[config.mk]
export PLATFORM = sky130hd
export DESIGN_NAME = spi_slave_rx_core
export DESIGN_NICKNAME = d
export VERILOG_FILES = /design/src/rtl/spi_slave_rx_core.sv
export SDC_FILE = /design/constraint.sdc
export NUM_CORES = 1
export LEC_CHECK = 0
export BUFFER_PORTS_ARGS = -buffer_cell sky130_fd_sc_hd__buf_4
export CAP_MARGIN = 5
export CORE_AREA = 8 8 93 95
export CTS_CLUSTER_SIZE = 30
export DETAILED_ROUTE_END_ITERATION = 16
export DIE_AREA = 0 0 101 103
export GPL_ROUTABILITY_DRIVEN = 0
export GPL_TIMING_DRIVEN = 0
export SETUP_SLACK_MARGIN = 0.02
export SLEW_MARGIN = 30
export SYNTH_ARGS = -nofsm -noshare
export SYNTH_HDL_FRONTEND = slang
export SYNTH_SLANG_ARGS = --single-unit
[constraint.sdc]
create_clock -name clk -period 3.7 [get_ports clk]
set_input_delay 0.37 -clock clk [delete_from_list [all_inputs] [get_ports clk]]
set_output_delay 0.37 -clock clk [all_outputs]
set_load 0.02 [all_outputs]
[src/rtl/spi_slave_rx_core.sv]
// SPI receive-only slave: synchronises the SPI pins into clk, assembles MSB-first
// words and queues them in a first-word-fall-through FIFO with overrun/frame-error reporting.
module spi_slave_rx_core #(
   parameter int unsigned DATA_W     = 8,
   parameter int unsigned CPOL       = 0,
   parameter int unsigned CPHA       = 0,
   parameter int unsigned FIFO_DEPTH = 4
) (
   input  logic                          clk,
   input  logic                          rst_n,
   input  logic                          sclk,
   input  logic                          mosi,
   input  logic                          cs_n,
   output logic [DATA_W-1:0]             rx_data,
   output logic                          rx_valid,
   input  logic                          rx_ready,
   output logic [$clog2(FIFO_DEPTH):0]   rx_level,
   output logic                          busy,
   output logic                          frame_err,
   output logic                          overrun,
   input  logic                          overrun_clr
);

   localparam int unsigned AW = $clog2(FIFO_DEPTH);
   localparam int unsigned LW = AW + 1;
   localparam int unsigned CW = $clog2(DATA_W);
   localparam bit SAMPLE_RISE = (CPOL == CPHA);

   typedef enum logic {IDLE = 1'b0, ACTIVE = 1'b1} state_t;

   state_t            state_q, state_d;
   logic [1:0]        sclk_m, cs_m, mosi_m;
   logic              sclk_d, cs_d;
   logic [2:0]        warm;
   logic              cs_fall_c, cs_rise_c, sample_edge_c;
   logic              start_c, end_c, sample_c;
   logic [CW-1:0]     bit_cnt;
   logic [DATA_W-1:0] shift, word_c;
   logic              last_bit_c, word_done_c;
   logic [DATA_W-1:0] mem [FIFO_DEPTH];
   logic [AW-1:0]     wr_ptr, rd_ptr, rd_nxt_c;
   logic [LW-1:0]     level_nxt_c;
   logic [DATA_W-1:0] head_nxt_c;
   logic              pop_c, push_c, drop_c, full_c;

   // Pin synchronisers plus history flops; warm masks the reset-valued history so a
   // cs_n held low across reset is never mistaken for a fresh falling edge.
   always_ff @(posedge clk or negedge rst_n) begin
      if (!rst_n) begin
         sclk_m <= {2{1'(CPOL)}};
         cs_m   <= 2'b11;
         mosi_m <= 2'b00;
         sclk_d <= 1'(CPOL);
         cs_d   <= 1'b1;
         warm   <= 3'b000;
      end else begin
         sclk_m <= {sclk_m[0], sclk};
         cs_m   <= {cs_m[0], cs_n};
         mosi_m <= {mosi_m[0], mosi};
         sclk_d <= sclk_m[1];
         cs_d   <= cs_m[1];
         warm   <= {warm[1:0], 1'b1};
      end
   end

   assign cs_fall_c     = warm[2] & cs_d & ~cs_m[1];
   assign cs_rise_c     = ~cs_d & cs_m[1];
   assign sample_edge_c = SAMPLE_RISE ? (sclk_m[1] & ~sclk_d) : (~sclk_m[1] & sclk_d);

   always_ff @(posedge clk or negedge rst_n) begin
      if (!rst_n) state_q <= IDLE;
      else        state_q <= state_d;
   end

   always_comb begin
      state_d = state_q;
      case (state_q)
         IDLE:    if (cs_fall_c) state_d = ACTIVE;
         ACTIVE:  if (cs_rise_c) state_d = IDLE;
         default: state_d = IDLE;
      endcase
   end

   // A sample edge coinciding with the frame end is dropped.
   always_comb begin
      start_c  = 1'b0;
      end_c    = 1'b0;
      sample_c = 1'b0;
      case (state_q)
         IDLE:   start_c = cs_fall_c;
         ACTIVE: begin
            end_c    = cs_rise_c;
            sample_c = sample_edge_c & ~cs_rise_c;
         end
         default: ;
      endcase
   end

   assign last_bit_c  = (bit_cnt == CW'(DATA_W - 1));
   assign word_c      = {shift[DATA_W-2:0], mosi_m[1]};
   assign word_done_c = sample_c & last_bit_c;

   always_ff @(posedge clk or negedge rst_n) begin
      if (!rst_n) begin
         bit_cnt   <= '0;
         shift     <= '0;
         frame_err <= 1'b0;
         busy      <= 1'b0;
      end else begin
         frame_err <= end_c && (bit_cnt != '0);
         busy      <= (state_d == ACTIVE);
         if (start_c || end_c || word_done_c) begin
            bit_cnt <= '0;
            shift   <= '0;
         end else if (sample_c) begin
            bit_cnt <= bit_cnt + CW'(1);
            shift   <= word_c;
         end
      end
   end

   // FIFO control: a full FIFO still accepts a word when the head is popped that cycle.
   assign pop_c       = rx_valid & rx_ready;
   assign full_c      = (rx_level == LW'(FIFO_DEPTH));
   assign push_c      = word_done_c & (~full_c | pop_c);
   assign drop_c      = word_done_c & full_c & ~pop_c;
   assign rd_nxt_c    = rd_ptr + AW'(pop_c);
   assign level_nxt_c = rx_level + LW'(push_c) - LW'(pop_c);

   // Next head word, bypassing the array when the new word lands at the head slot.
   always_comb begin
      head_nxt_c = '0;
      if (level_nxt_c != '0) begin
         if (push_c && (wr_ptr == rd_nxt_c)) head_nxt_c = word_c;
         else                                head_nxt_c = mem[rd_nxt_c];
      end
   end

   always_ff @(posedge clk) begin
      if (push_c) mem[wr_ptr] <= word_c;
   end

   always_ff @(posedge clk or negedge rst_n) begin
      if (!rst_n) begin
         wr_ptr   <= '0;
         rd_ptr   <= '0;
         rx_level <= '0;
         rx_valid <= 1'b0;
         rx_data  <= '0;
         overrun  <= 1'b0;
      end else begin
         wr_ptr   <= wr_ptr + AW'(push_c);
         rd_ptr   <= rd_nxt_c;
         rx_level <= level_nxt_c;
         rx_valid <= (level_nxt_c != '0);
         rx_data  <= head_nxt_c;
         overrun  <= drop_c | (overrun & ~overrun_clr);
      end
   end

endmodule

# Word-level counts from Yosys, hierarchy flattened
# Memory sizes are Yosys's and may differ from the RTL's.
# Cells that the tools add are included.
# totals
regBits	40
mem_bits_rw	32
input_bits	7
out_inout_bits	15
elab_cells	67
n_memories	1
# memory_table
name	depth	word_bits	read_ports	rd_clocked_by_memory_dff	write_ports	line	source
mem	4	8	1	0	1	40	logic [DATA_W-1:0] mem [FIFO_DEPTH];
# classes
addsub	5
n_eq_ne	3
n_mux	14
bitwise_logic	21
reduce_logical	7
# ops
cell	n
two-way mux 8 bit	2
two-way mux 7 bit	2
bitwise AND 1 bit	11
NOT 1 bit	8
two-way mux 1 bit	7
equality test 3 bit, second input constant	2
two-way mux 3 bit	2
nonzero test 3 bit	2
adder 2 x 1 -> 2 bit	2
adder 3 x 1 -> 3 bit	1
adder 3 x 1 -> 3 bit, second input constant	1
subtractor 3 x 1 -> 3 bit	1
equality test 2 bit	1
logical AND 1 bit	2
logical OR 1 bit	2
OR 1 bit	2
case mux 1 bit (2 select lines)	1
nonzero test 2 bit	1

# Longest topological paths before layout
# Gate-level depths: netlist of run 1.
# logic_depth
ltp_word	11
mapped_depth	14
mapped_depth_nobuf	13

# Worst setup path before layout of run 1
# OpenSTA, ideal clock, no wires.
# synth_timing
path_kind	register to register
from	register bit_cnt[1]
to	register rx_data[6]
setup_ns	0.079
arrival_time_ns	2.998
required_time_ns	3.621
setup_slack_ns	0.622
stages_incl_launch_ff	15
path_buffers	1
synth_period_minus_slack_ns	3.078
cell_sequence	dfrtp_1 > ha_1 > ha_1 > nand2_1 > or4_4 > nand2b_1 > ha_1 > inv_1 > ha_1 > fa_1 > xor3_1 > nand2_1 > clkbuf_1 > nand2_1 > mux2i_1
# synth_between
elab_chain_len	7
word_cells_on_any_way	9
cone_classes	2 x add/sub; 1 x eq/ne; 2 x mux; 2 x bitwise; 2 x reduce/logical
# synth_lines
item	line	source
from (decl)	37	logic [CW-1:0] bit_cnt;
from (signal assigned)	116	bit_cnt <= bit_cnt + CW'(1);
equality test 3 bit (*)	99	assign last_bit_c = (bit_cnt == CW'(DATA_W - 1));
bitwise AND 1 bit (*)	101	assign word_done_c = sample_c & last_bit_c;
bitwise AND 1 bit (*)	125	assign push_c = word_done_c & (~full_c | pop_c);
adder 3 x 1 -> 3 bit	128	assign level_nxt_c = rx_level + LW'(push_c) - LW'(pop_c);
subtractor 3 x 1 -> 3 bit	128	
nonzero test 3 bit	133	if (level_nxt_c != '0) begin
two-way mux 8 bit (*)	133	
net head_nxt_c[6]	43	logic [DATA_W-1:0] head_nxt_c;
to (signal assigned)	156	rx_data <= head_nxt_c;
to (decl)	14	output logic [DATA_W-1:0] rx_data,
# The timed path passes the listed nets; every way through them passes the cells marked *.
# A chain may end at the register's enable or synchronous reset.

# Final worst setup path of run 1
# layout_timing
from	register bit_cnt[1]
to	register rx_data[2]
# The elaborated chain is that of the path after synthesis.

==> results of run 1 <==
area by class of cell:
type | instances | share of cell area [%]
sequential | 72 | 59.69
clock buffer | 11 | 4.293
inverter | 10 | 1.140
multi-input combinational | 88 | 24.39
clock inverter | 5 | 1.710
buffer | 2 | 0.2280
tap | 99 | 3.761
timing repair buffer | 21 | 4.787
through the flow:
stage,power [mW],std cells,hold slack (ns)
3_5_place_dp,1.710,293,0.3358
4_1_cts,2.309,308,0.01561
3_3_place_gp,1.699,293,0.3320
2_1_floorplan,1.484,173,0.07441
5_1_grt,2.443,308,0.03545
6_report,2.276,308,0.004096
flip-flops by register name, summed over array words and instances (netlist names), 3 cells and up:
| signal | cells |
|---|---|
| mem | 32 |
| rx_data | 8 |
| shift | 7 |
| bit_cnt | 3 |
| rx_level | 3 |
| warm | 3 |
path summary, 6_finish.rpt:
path | from | to | slack [ns] | cells after the start
max | bit_cnt[1]$_DFFE_PN0P_ | rx_data[2]$_DFF_PN0_ | 0.45 | 13
min | rst_n | warm[0]$_DFF_PN0_ | 0.004 | 1
max reg2reg | bit_cnt[1]$_DFFE_PN0P_ | rx_data[2]$_DFF_PN0_ | 0.45 | 13
min reg2reg | sclk_m[0]$_DFF_PN0_ | sclk_m[1]$_DFF_PN0_ | 0.35 | 0
max in group asynchronous | rst_n | cs_d$_DFF_PN1_ | 3.33 | 1
min in group clk | cs_n | cs_m[0]$_DFF_PN1_ | 0.14 | 1
cells by family after synthesis:
group                    synth area share, %
flip-flops                             70.39
AND/OR/NAND/NOR                        7.796
multiplexers                           12.54
buffers and inverters                  1.747
adder cells (fa/ha/maj)                3.853
XOR/XNOR                               2.419
AO/OA/AOI/OAI                          1.120
other                                 0.1343
critical path, cell delays in order (launching register included):
cell	delay [ns]
dfrtp_1	0.37
ha_1	0.15
ha_1	0.14
nand2_1	0.06
or4_4	0.46
nand2b_1	0.27
ha_1	0.32
inv_1	0.04
ha_1	0.18
fa_1	0.37
xor3_1	0.22
nand2_2	0.27
nand2_1	0.09
mux2i_1	0.21
repair_timing:
item                                    4_1_cts  5_1_grt
setup buffers                                 0        0
gates resized for setup                       0        1
endpoints found under the setup margin        3        4
hold buffers                                  0        0
metal layers:
metal | global-route usage [%] | vias to the layer above
li1 | - | 672
met1 | 11.47 | 715
met2 | 16.00 | 23
met3 | 2.903 | 5
met4 | 5.155 | 0
met5 | 0 | -
power by group through the flow:
stage | clock network, mW | registers, mW | logic (mW)
after floorplan | 0 | 1.07 | 0.415
after detailed placement | 0 | 0.999 | 0.711
final | 0.603 | 0.982 | 0.691
after global placement | 0 | 0.996 | 0.703
after CTS | 0.626 | 0.983 | 0.700
after global routing | 0.659 | 0.998 | 0.786
placed cells by master, fill, tap and decap left out, types with 2 or more instances in the layout:
| cell | count |
|---|---|
| edfxtp_1 | 32 |
| buf_4 | 21 |
| clkinv_2 | 2 |
| and2_1 | 2 |
| mux2i_1 | 17 |
| nor3b_2 | 2 |
| inv_1 | 9 |
| clkbuf_8 | 10 |
| clkbuf_1 | 2 |
| xor2_1 | 3 |
| mux4_2 | 8 |
| dfrtp_1 | 37 |
| ha_1 | 7 |
| nand2_1 | 19 |
| nor2_1 | 11 |
| dfstp_2 | 3 |
==> summary.md, run 1 <==
| Metric | Value |
|---|---|
| Status | complete, no violations |
| Most frequent cell after synthesis | dfrtp_1 |
| Area leader, netlist | edfxtp_1 |
| Reg power frac | 43.1% |
| Vias in the first global route | 1,497 |
| Register area | 1966 um^2 |
| Max-slew violations | 0 |
| First DRT Iteration DRCs | 52 |
| Met2 wire len | 2323 um |
| Rows | 31 |
| CP Capture Type | flop |
| Critical path class | reg2reg |
| Final Setup Violations | 0 |
| WL met3 | 201 um |
| Max-Slew Margin vs Limit | 47.95% |
| Final instance area | 3293 um^2 |
| Die area | 10,400 um^2 |
| #FFs+latches synth | 72 |
| ANT cells | 0 |
| IO Port Bufs | 21 |
| Setup TNS Final | 0 ns |
| Num CTS Buffers | 9 |
| Die width | 101 um |
| DP HPWL | 3002 um |
| Arr. time, crit path | 3.49 ns |
| Clock share of power | 26.5% |
| Async SR Flop Fraction | 55.56% |
| Synthesized area | 2793 um^2 |
| First-pass GRT wire length | 7590 um |
| Post-route ant nets | 0 |
| DIE HEIGHT | 103 um |
| GR Util All Layers | 9.791% |
| Gr ovfl total | 0 |
| CTS root buf | clkbuf_8 |
| Main synth FF type | dfrtp_1 |
| Pleak | 1.390 nW |
| Setup ws final | 0.4497 ns |
| Post-synth top area share | 34.41% |
| Fraction of power spent switching nets | 30.64% |
| Pwr per Cell Area | 691.2 nW/um^2 |
| Critical Path RT | 3.94 ns |
| NetSw | 0.6974 mW |
| Worst-path fanout max | 17 |
| Peak supply drop | 0.2115 mV |
| First-pass DRT Iterations | 4 |
| Gate Count Post-Synth | 173 |
| Critical Path Source Type | flop |
| Sequential share of the synthesized area | 70.39% |
| Fin crit period | 3.250 ns |
| DR WL/cell | 14.78 um |
| Post-synth top cells | dfrtp_1, edfxtp_1, nand2_1 |
| Clk_lat worst skew | 0.33 ns |
| Initial Utilization | 39.13% |
| Core ar. | 7137 um^2 |
| RSZ-0062 raised after global routing | no |
| CTS sink cnt | 72 |
| Syn avg cell area | 16.14 um^2 |
| Logic gate share of total power | 30.4% |
| Vias per cell | 4.594 |
| Tightest Pin Transition | 0.7773 ns |
| Skew final | 0.007729 ns |
| # nets final | 219 |
| Ys Warns | 0 |
| Synth cell types | 32 |
| Final core utilization | 46.14% |
| Clock Tree Buf Depth | 2 |
| Pre-CTS setup slack | 0.01038 ns |
| Ratio of cells with drive above 1 in the final layout | 26.79% |
| Fmax | 0.3077 GHz |
| Max_cap viols | 0 |
| EDFF count, synth | 32 |
| Syn Nets | 188 |
| Via Count | 1,415 |
| Top post-synthesis cells by area | edfxtp_1, dfrtp_1, mux4_2 |
| Hold/Removal Path Class | in2async |
| H-tree depth | 3 |
| Internal power | 1.579 mW |
| Initial antenna violation count | 0 |
| TritonCTS clock tree | done |
| Drt total wl | 4553 um |
| Period utilisation layout | 87.85% |
| DRC Markers | 0 |
| Hold Vio Cnt, Final | 0 |
| Largest net degree at the start of global routing | 41 |
| WL met1 | 1964 um |
| Fill count | 660 |
| Area Growth Syn to Fin | 17.92% |
| Area of the multi-input gates | 803.3 um^2 |
| DR top layer | met4 |
| Worst-path clk slew | 0.07 ns |
| IO Pins | 22 |
| Placed Area | 3089 um^2 |
(Power assumes the default switching activity.)
==> run 2, diff against run 1 <==
--- a/config.mk
+++ b/config.mk
@@ -7,12 +7,13 @@
 export LEC_CHECK = 0
 export BUFFER_PORTS_ARGS = -buffer_cell sky130_fd_sc_hd__buf_4
 export CAP_MARGIN = 5
-export CORE_AREA = 8 8 93 95
+export CORE_AREA = 8 8 84 86
 export CTS_CLUSTER_SIZE = 30
 export DETAILED_ROUTE_END_ITERATION = 16
-export DIE_AREA = 0 0 101 103
+export DIE_AREA = 0 0 92 94
 export GPL_ROUTABILITY_DRIVEN = 0
 export GPL_TIMING_DRIVEN = 0
+export PLACE_DENSITY = 0.67
 export SETUP_SLACK_MARGIN = 0.02
 export SLEW_MARGIN = 30
 export SYNTH_ARGS = -nofsm -noshare
==> constraint.sdc (replaced) <==
create_clock -name clk -period 3.78 [get_ports clk]
set_input_delay 0.378 -clock clk [delete_from_list [all_inputs] [get_ports clk]]
set_output_delay 0.378 -clock clk [all_outputs]
set_load 0.02 [all_outputs]
==> run 2 against run 1 <==
Total power fell by 1.6%; routed wire length grew 6.0%; sequential cell count unchanged; critical path depth grew 1; final cell count decreased by 7.5%; count of clock-buffer cells in the layout up 3; highest routed layer unchanged; sequential power down 2.0%; fmax down 5.0%; hold slack gained 0.017 ns; global-route usage increased by 2.3 points; clock skew about the same.
==> summary.md, run 2 (same netlist as run 1, synthesis figures left out) <==
| Metric | Value |
|---|---|
| Pwr Total | 2.240 mW |
| Clk_lat worst skew | 0.33 ns |
| Initial Utilization | 48.61% |
| Drt total wl | 4824 um |
| First-pass GRT wire length | 7886 um |
| Pleak | 1.396 nW |
| Gr ovfl total | 0 |
| Register area | 1966 um^2 |
| Critical Path Source Type | flop |
| DP HPWL | 3233 um |
| Max-slew violations | 0 |
| RSZ-0062 raised after global routing | no |
| Fill count | 496 |
| Pre-CTS setup slack | 0.06783 ns |
| # nets final | 220 |
| Worst setup path startpoint | bit_cnt[1]$_DFFE_PN0P_ |
| CTS sink cnt | 72 |
| CP Capture Type | flop |
| Initial antenna violation count | 0 |
| Peak supply drop | 0.3333 mV |
| Logic gate share of total power | 31.6% |
| Period utilisation layout | 90.53% |
| Critical path class | reg2reg |
| Core ar. | 5746 um^2 |
| Hold Vio Cnt, Final | 0 |
| Skew final | 0.008006 ns |
| Via Count | 1,440 |
| CTS root buf | clkbuf_8 |
| Worst-path fanout max | 10 |
| NetSw | 0.6975 mW |
| Arr. time, crit path | 3.67 ns |
| Clock share of power | 25.4% |
| Top flop regs | mem (32), rx_data (8), shift (7) |
| H-tree depth | 3 |
| Final core utilization | 56.82% |
| Num CTS Buffers | 9 |
| Area Growth Syn to Fin | 16.89% |
| Placed Area | 3067 um^2 |
| First DRT Iteration DRCs | 87 |
| IO Port Bufs | 21 |
| Critical Path RT | 4.03 ns |
| Largest net degree at the start of global routing | 41 |
| Worst path max stage delay | 0.46 ns |
| Top delay family on crit path | adder cells |
| Clock Tree Buf Depth | 2 |
| Area of the multi-input gates | 803.3 um^2 |
| Post-route ant nets | 0 |
| First-pass DRT Iterations | 4 |
| ANT cells | 0 |
| Most frequent cells in the layout | dfrtp_1, edfxtp_1, buf_4 |
| Placed insts | 269 |
| Reg-to-reg slack, setup | 0.36 ns |
| Fmax | 0.2922 GHz |
| Top reg by flops | mem |
| Rows | 28 |
| Slowest CP cell | or4_4 |
| Ratio of cells with drive above 1 in the final layout | 26.67% |
| Crit path buf inv count | 2 |
| IO Pins | 22 |
| Final instance area | 3264 um^2 |
| Max_cap viols | 0 |
| DRC Markers | 0 |
| Status | complete, no violations |
| Worst hold margin | 0.02137 ns |
| Die area | 8648 um^2 |
| Most common cell after layout, fill and taps aside | dfrtp_1 |
| DR WL/cell | 16.93 um |
| Final Setup Violations | 0 |
| Die width | 92 um |
| Fin crit period | 3.422 ns |
| GR Util All Layers | 12.12% |
| R2r startpoint | bit_cnt[1]$_DFFE_PN0P_ |
| Crit-path cells | ha_1 > ha_1 > nand2_1 > or4_4 > nand2b_1 > ha_1 > inv_1 > ha_1 > fa_1 > xor3_1 > nand2_2 > clkbuf_2 > nand2_1 > mux2i_1 |
| Most used cell, CP | ha_1 |
| Vias in the first global route | 1,580 |
| Worst-path clk slew | 0.07 ns |
| Setup TNS Final | 0 ns |
| Internal power | 1.542 mW |
| Worst reg2reg path depth | 14 |
| Vias per cell | 5.053 |
| Pwr per Cell Area | 686.2 nW/um^2 |
| Max-Slew Margin vs Limit | 46.75% |
| Fraction of power spent switching nets | 31.14% |
| Reg2reg end | rx_data[4]$_DFF_PN0_ |
| Finished Layout Cells | 285 |
| DIE HEIGHT | 94 um |
| Largest register FFs | 32 |
| Reg power frac | 42.9% |
| Setup ws final | 0.3581 ns |
| TritonCTS clock tree | done |
| Hold/Removal Path Class | in2async |
| Tightest Pin Transition | 0.7928 ns |
==> run 2: routing by layer <==
layer / track usage (%) / part of all wire [%]
met2: 20.80 / 52
met5: 0 / 0
met1: 13.48 / 43
met4: 6.711 / 1.8
met3: 3.197 / 2.7
==> run 2: power by group through the flow <==
stage / logic [mW] / registers, mW / clock network [mW]
final: 0.708 / 0.962 / 0.570
after global routing: 0.781 / 0.972 / 0.624
after CTS: 0.716 / 0.964 / 0.587
after detailed placement: 0.711 / 0.980 / 0
after global placement: 0.683 / 0.971 / 0
after floorplan: 0.406 / 1.05 / 0
==> run 2: timing repair <==
action | CTS | global route
setup buffers | 0 | 0
hold buffers | 0 | 0
hold endpoints to repair | 0 | 0
gates resized for setup | 0 | 3
endpoints found under the setup margin | 0 | 8
==> run 2: layout make-up <==
cell class	instances	share of cell area, %
sequential	72	60.21
multi-input combinational	88	24.61
clock buffer	14	5.634
timing repair buffer	21	4.829
tap	75	2.875
inverter	10	1.150
buffer	3	0.3833
clock inverter	2	0.3066
==> run 2: how the worst max path moves through the flow <==
stage                                 endpoint  slack, ns  cells after the start
after global routing      rx_data[0]$_DFF_PN0_       0.09                     14
after floorplan           rx_data[6]$_DFF_PN0_       0.70                     14
after global placement    rx_data[2]$_DFF_PN0_       0.20                     14
after detailed placement  rx_data[6]$_DFF_PN0_       0.07                     14
final                     rx_data[4]$_DFF_PN0_       0.36                     14
after CTS                 rx_data[6]$_DFF_PN0_       0.02                     14
==> run 3, diff against run 2 <==
--- a/config.mk
+++ b/config.mk
@@ -13,7 +13,7 @@
 export DIE_AREA = 0 0 92 94
 export GPL_ROUTABILITY_DRIVEN = 0
 export GPL_TIMING_DRIVEN = 0
-export PLACE_DENSITY = 0.67
+export PLACE_DENSITY = 0.76
 export SETUP_SLACK_MARGIN = 0.02
 export SLEW_MARGIN = 30
 export SYNTH_ARGS = -nofsm -noshare
==> run 3 against run 2 <==
Sequential share of layout area up 0.61 points; hold slack worse by 0.015 ns; critical path depth unchanged; combinational power shrank 3%; final area decreased by 1.0%; setup slack got worse by 0.059 ns; die area is the same; final cell count is the same; via count down 0.97%; critical endpoint is now rx_data[3]$_DFF_PN0_; largest cell class unchanged.
==> summary.md, run 3 (same netlist as run 1, synthesis figures left out) <==
| Metric | Value |
|---|---|
| Status | complete, no violations |
| Num CTS Buffers | 9 |
| Via Count | 1,426 |
| DR WL/cell | 15.96 um |
| Pwr Total | 2.162 mW |
| Drt total wl | 4549 um |
| Initial Utilization | 48.61% |
| Vias per cell | 5.004 |
| Setup TNS Final | 0 ns |
| Worst-path clk slew | 0.07 ns |
| Area Growth Syn to Fin | 15.73% |
| Most frequent cells in the layout | dfrtp_1, edfxtp_1, buf_4 |
| Die width | 92 um |
| Max_cap viols | 0 |
| Hold_buf cts | 0 |
| Area of the multi-input gates | 800.8 um^2 |
| IO Port Bufs | 21 |
| DP HPWL | 2966 um |
| Clk_lat worst skew | 0.34 ns |
| Core ar. | 5746 um^2 |
| Vias in the first global route | 1,541 |
| Worst setup path startpoint | bit_cnt[1]$_DFFE_PN0P_ |
| Period utilisation layout | 92.08% |
| # nets final | 220 |
| Tightest Pin Transition | 0.7767 ns |
| Hold Vio Cnt, Final | 0 |
| Critical path class | reg2reg |
| DRC Markers | 0 |
| Final Setup Violations | 0 |
| First-pass GRT wire length | 7783 um |
| Die area | 8648 um^2 |
| CTS sink cnt | 72 |
| Gr ovfl total | 0 |
| First-pass DRT Iterations | 4 |
| Pwr per Cell Area | 668.9 nW/um^2 |
| Max-slew violations | 0 |
| H-tree depth | 3 |
| Top flop regs | mem (32), rx_data (8), shift (7) |
| Fmax | 0.2873 GHz |
| Worst reg2reg path depth | 14 |
| Ratio of cells with drive above 1 in the final layout | 26.67% |
| Fill count | 470 |
| TritonCTS clock tree | done |
| DIE HEIGHT | 94 um |
| Post-route ant nets | 0 |
| Register area | 1966 um^2 |
| Top reg by flops | mem |
| Final instance area | 3232 um^2 |
| CP Capture Type | flop |
| CTS root buf | clkbuf_8 |
| Arr. time, crit path | 3.74 ns |
| Rows | 28 |
| Critical Path RT | 4.03 ns |
| Pleak | 1.380 nW |
| First DRT Iteration DRCs | 66 |
| Largest net degree at the start of global routing | 41 |
| Initial antenna violation count | 0 |
| RSZ-0062 raised after global routing | no |
| Fin crit period | 3.481 ns |
| Max-Slew Margin vs Limit | 47.99% |
| IO Pins | 22 |
| Clock Tree Buf Depth | 2 |
| Worst-path fanout max | 10 |
| R2r startpoint | bit_cnt[1]$_DFFE_PN0P_ |
| Largest register FFs | 32 |
| GR Util All Layers | 11.93% |
| Skew final | 0.009488 ns |
| ANT cells | 0 |
| Peak supply drop | 0.3752 mV |
| Hold/Removal Path Class | in2async |
| Most common cell after layout, fill and taps aside | dfrtp_1 |
| Placed Area | 3059 um^2 |
| Critical Path Source Type | flop |
## run 3: power by group
part           switching [mW]  total (mW)  internal, mW
registers              0.0491       0.961         0.912
clock network           0.276       0.510         0.234
logic                   0.377       0.690         0.313
## run 3: routing by layer
| layer | track usage [%] | part of all wire [%] | vias to the layer above |
|---|---|---|---|
| met3 | 4.396 | 5.0 | 11 |
| met1 | 14.03 | 45 | 714 |
| met5 | 0 | 0 | - |
| li1 | - | - | 678 |
| met4 | 7.248 | 2.3 | 0 |
| met2 | 18.36 | 48 | 23 |
## run 3: area by class of cell
type,instances,share of cell area (%)
Multi-Input combinational cell,88,24.78
Timing Repair Buffer,21,4.878
Buffer,3,0.3871
Tap cell,75,2.904
Sequential cell,72,60.82
Inverter,10,1.161
Clock buffer,10,3.949
Clock inverter,6,1.123
## run 3: metrics by stage
stage	cells	util, %	hold slack (ns)	setup WS (ns)
after floorplan	173	-	0.08241	0.7021
after global placement	269	52.98	0.3311	0.2876
after detailed placement	269	53.24	0.3347	0.1362
after CTS	285	56.10	0.01419	0.1157
after global routing	285	56.25	0.03820	0.03102
final	285	56.25	0.005998	0.2993
## run 3: final timing paths
path,to,slack [ns]
max,rx_data[3]$_DFF_PN0_,0.30
min,warm[0]$_DFF_PN0_,0.006
max reg2reg,rx_data[3]$_DFF_PN0_,0.30
min reg2reg,mosi_m[1]$_DFF_PN0_,0.35
max in group asynchronous,cs_d$_DFF_PN1_,3.42
min in group clk,mosi_m[0]$_DFF_PN0_,0.14
## run 3: repair_timing
item                                    4_1_cts  5_1_grt
buffers inserted                              0        0
endpoints found under the setup margin        0        8
gates resized for setup                       0        2
## run 3: critical path, stage by stage, from the launching register on
cell      delay [ns]
dfrtp_1         0.37
ha_1            0.17
ha_1            0.14
nand2_1         0.05
or4_4           0.46
nand2b_1        0.27
ha_1            0.33
inv_1           0.04
ha_1            0.18
fa_1            0.37
xor3_1          0.21
nand2_1         0.27
clkbuf_2        0.31
nand2_1         0.08
mux2i_1         0.15
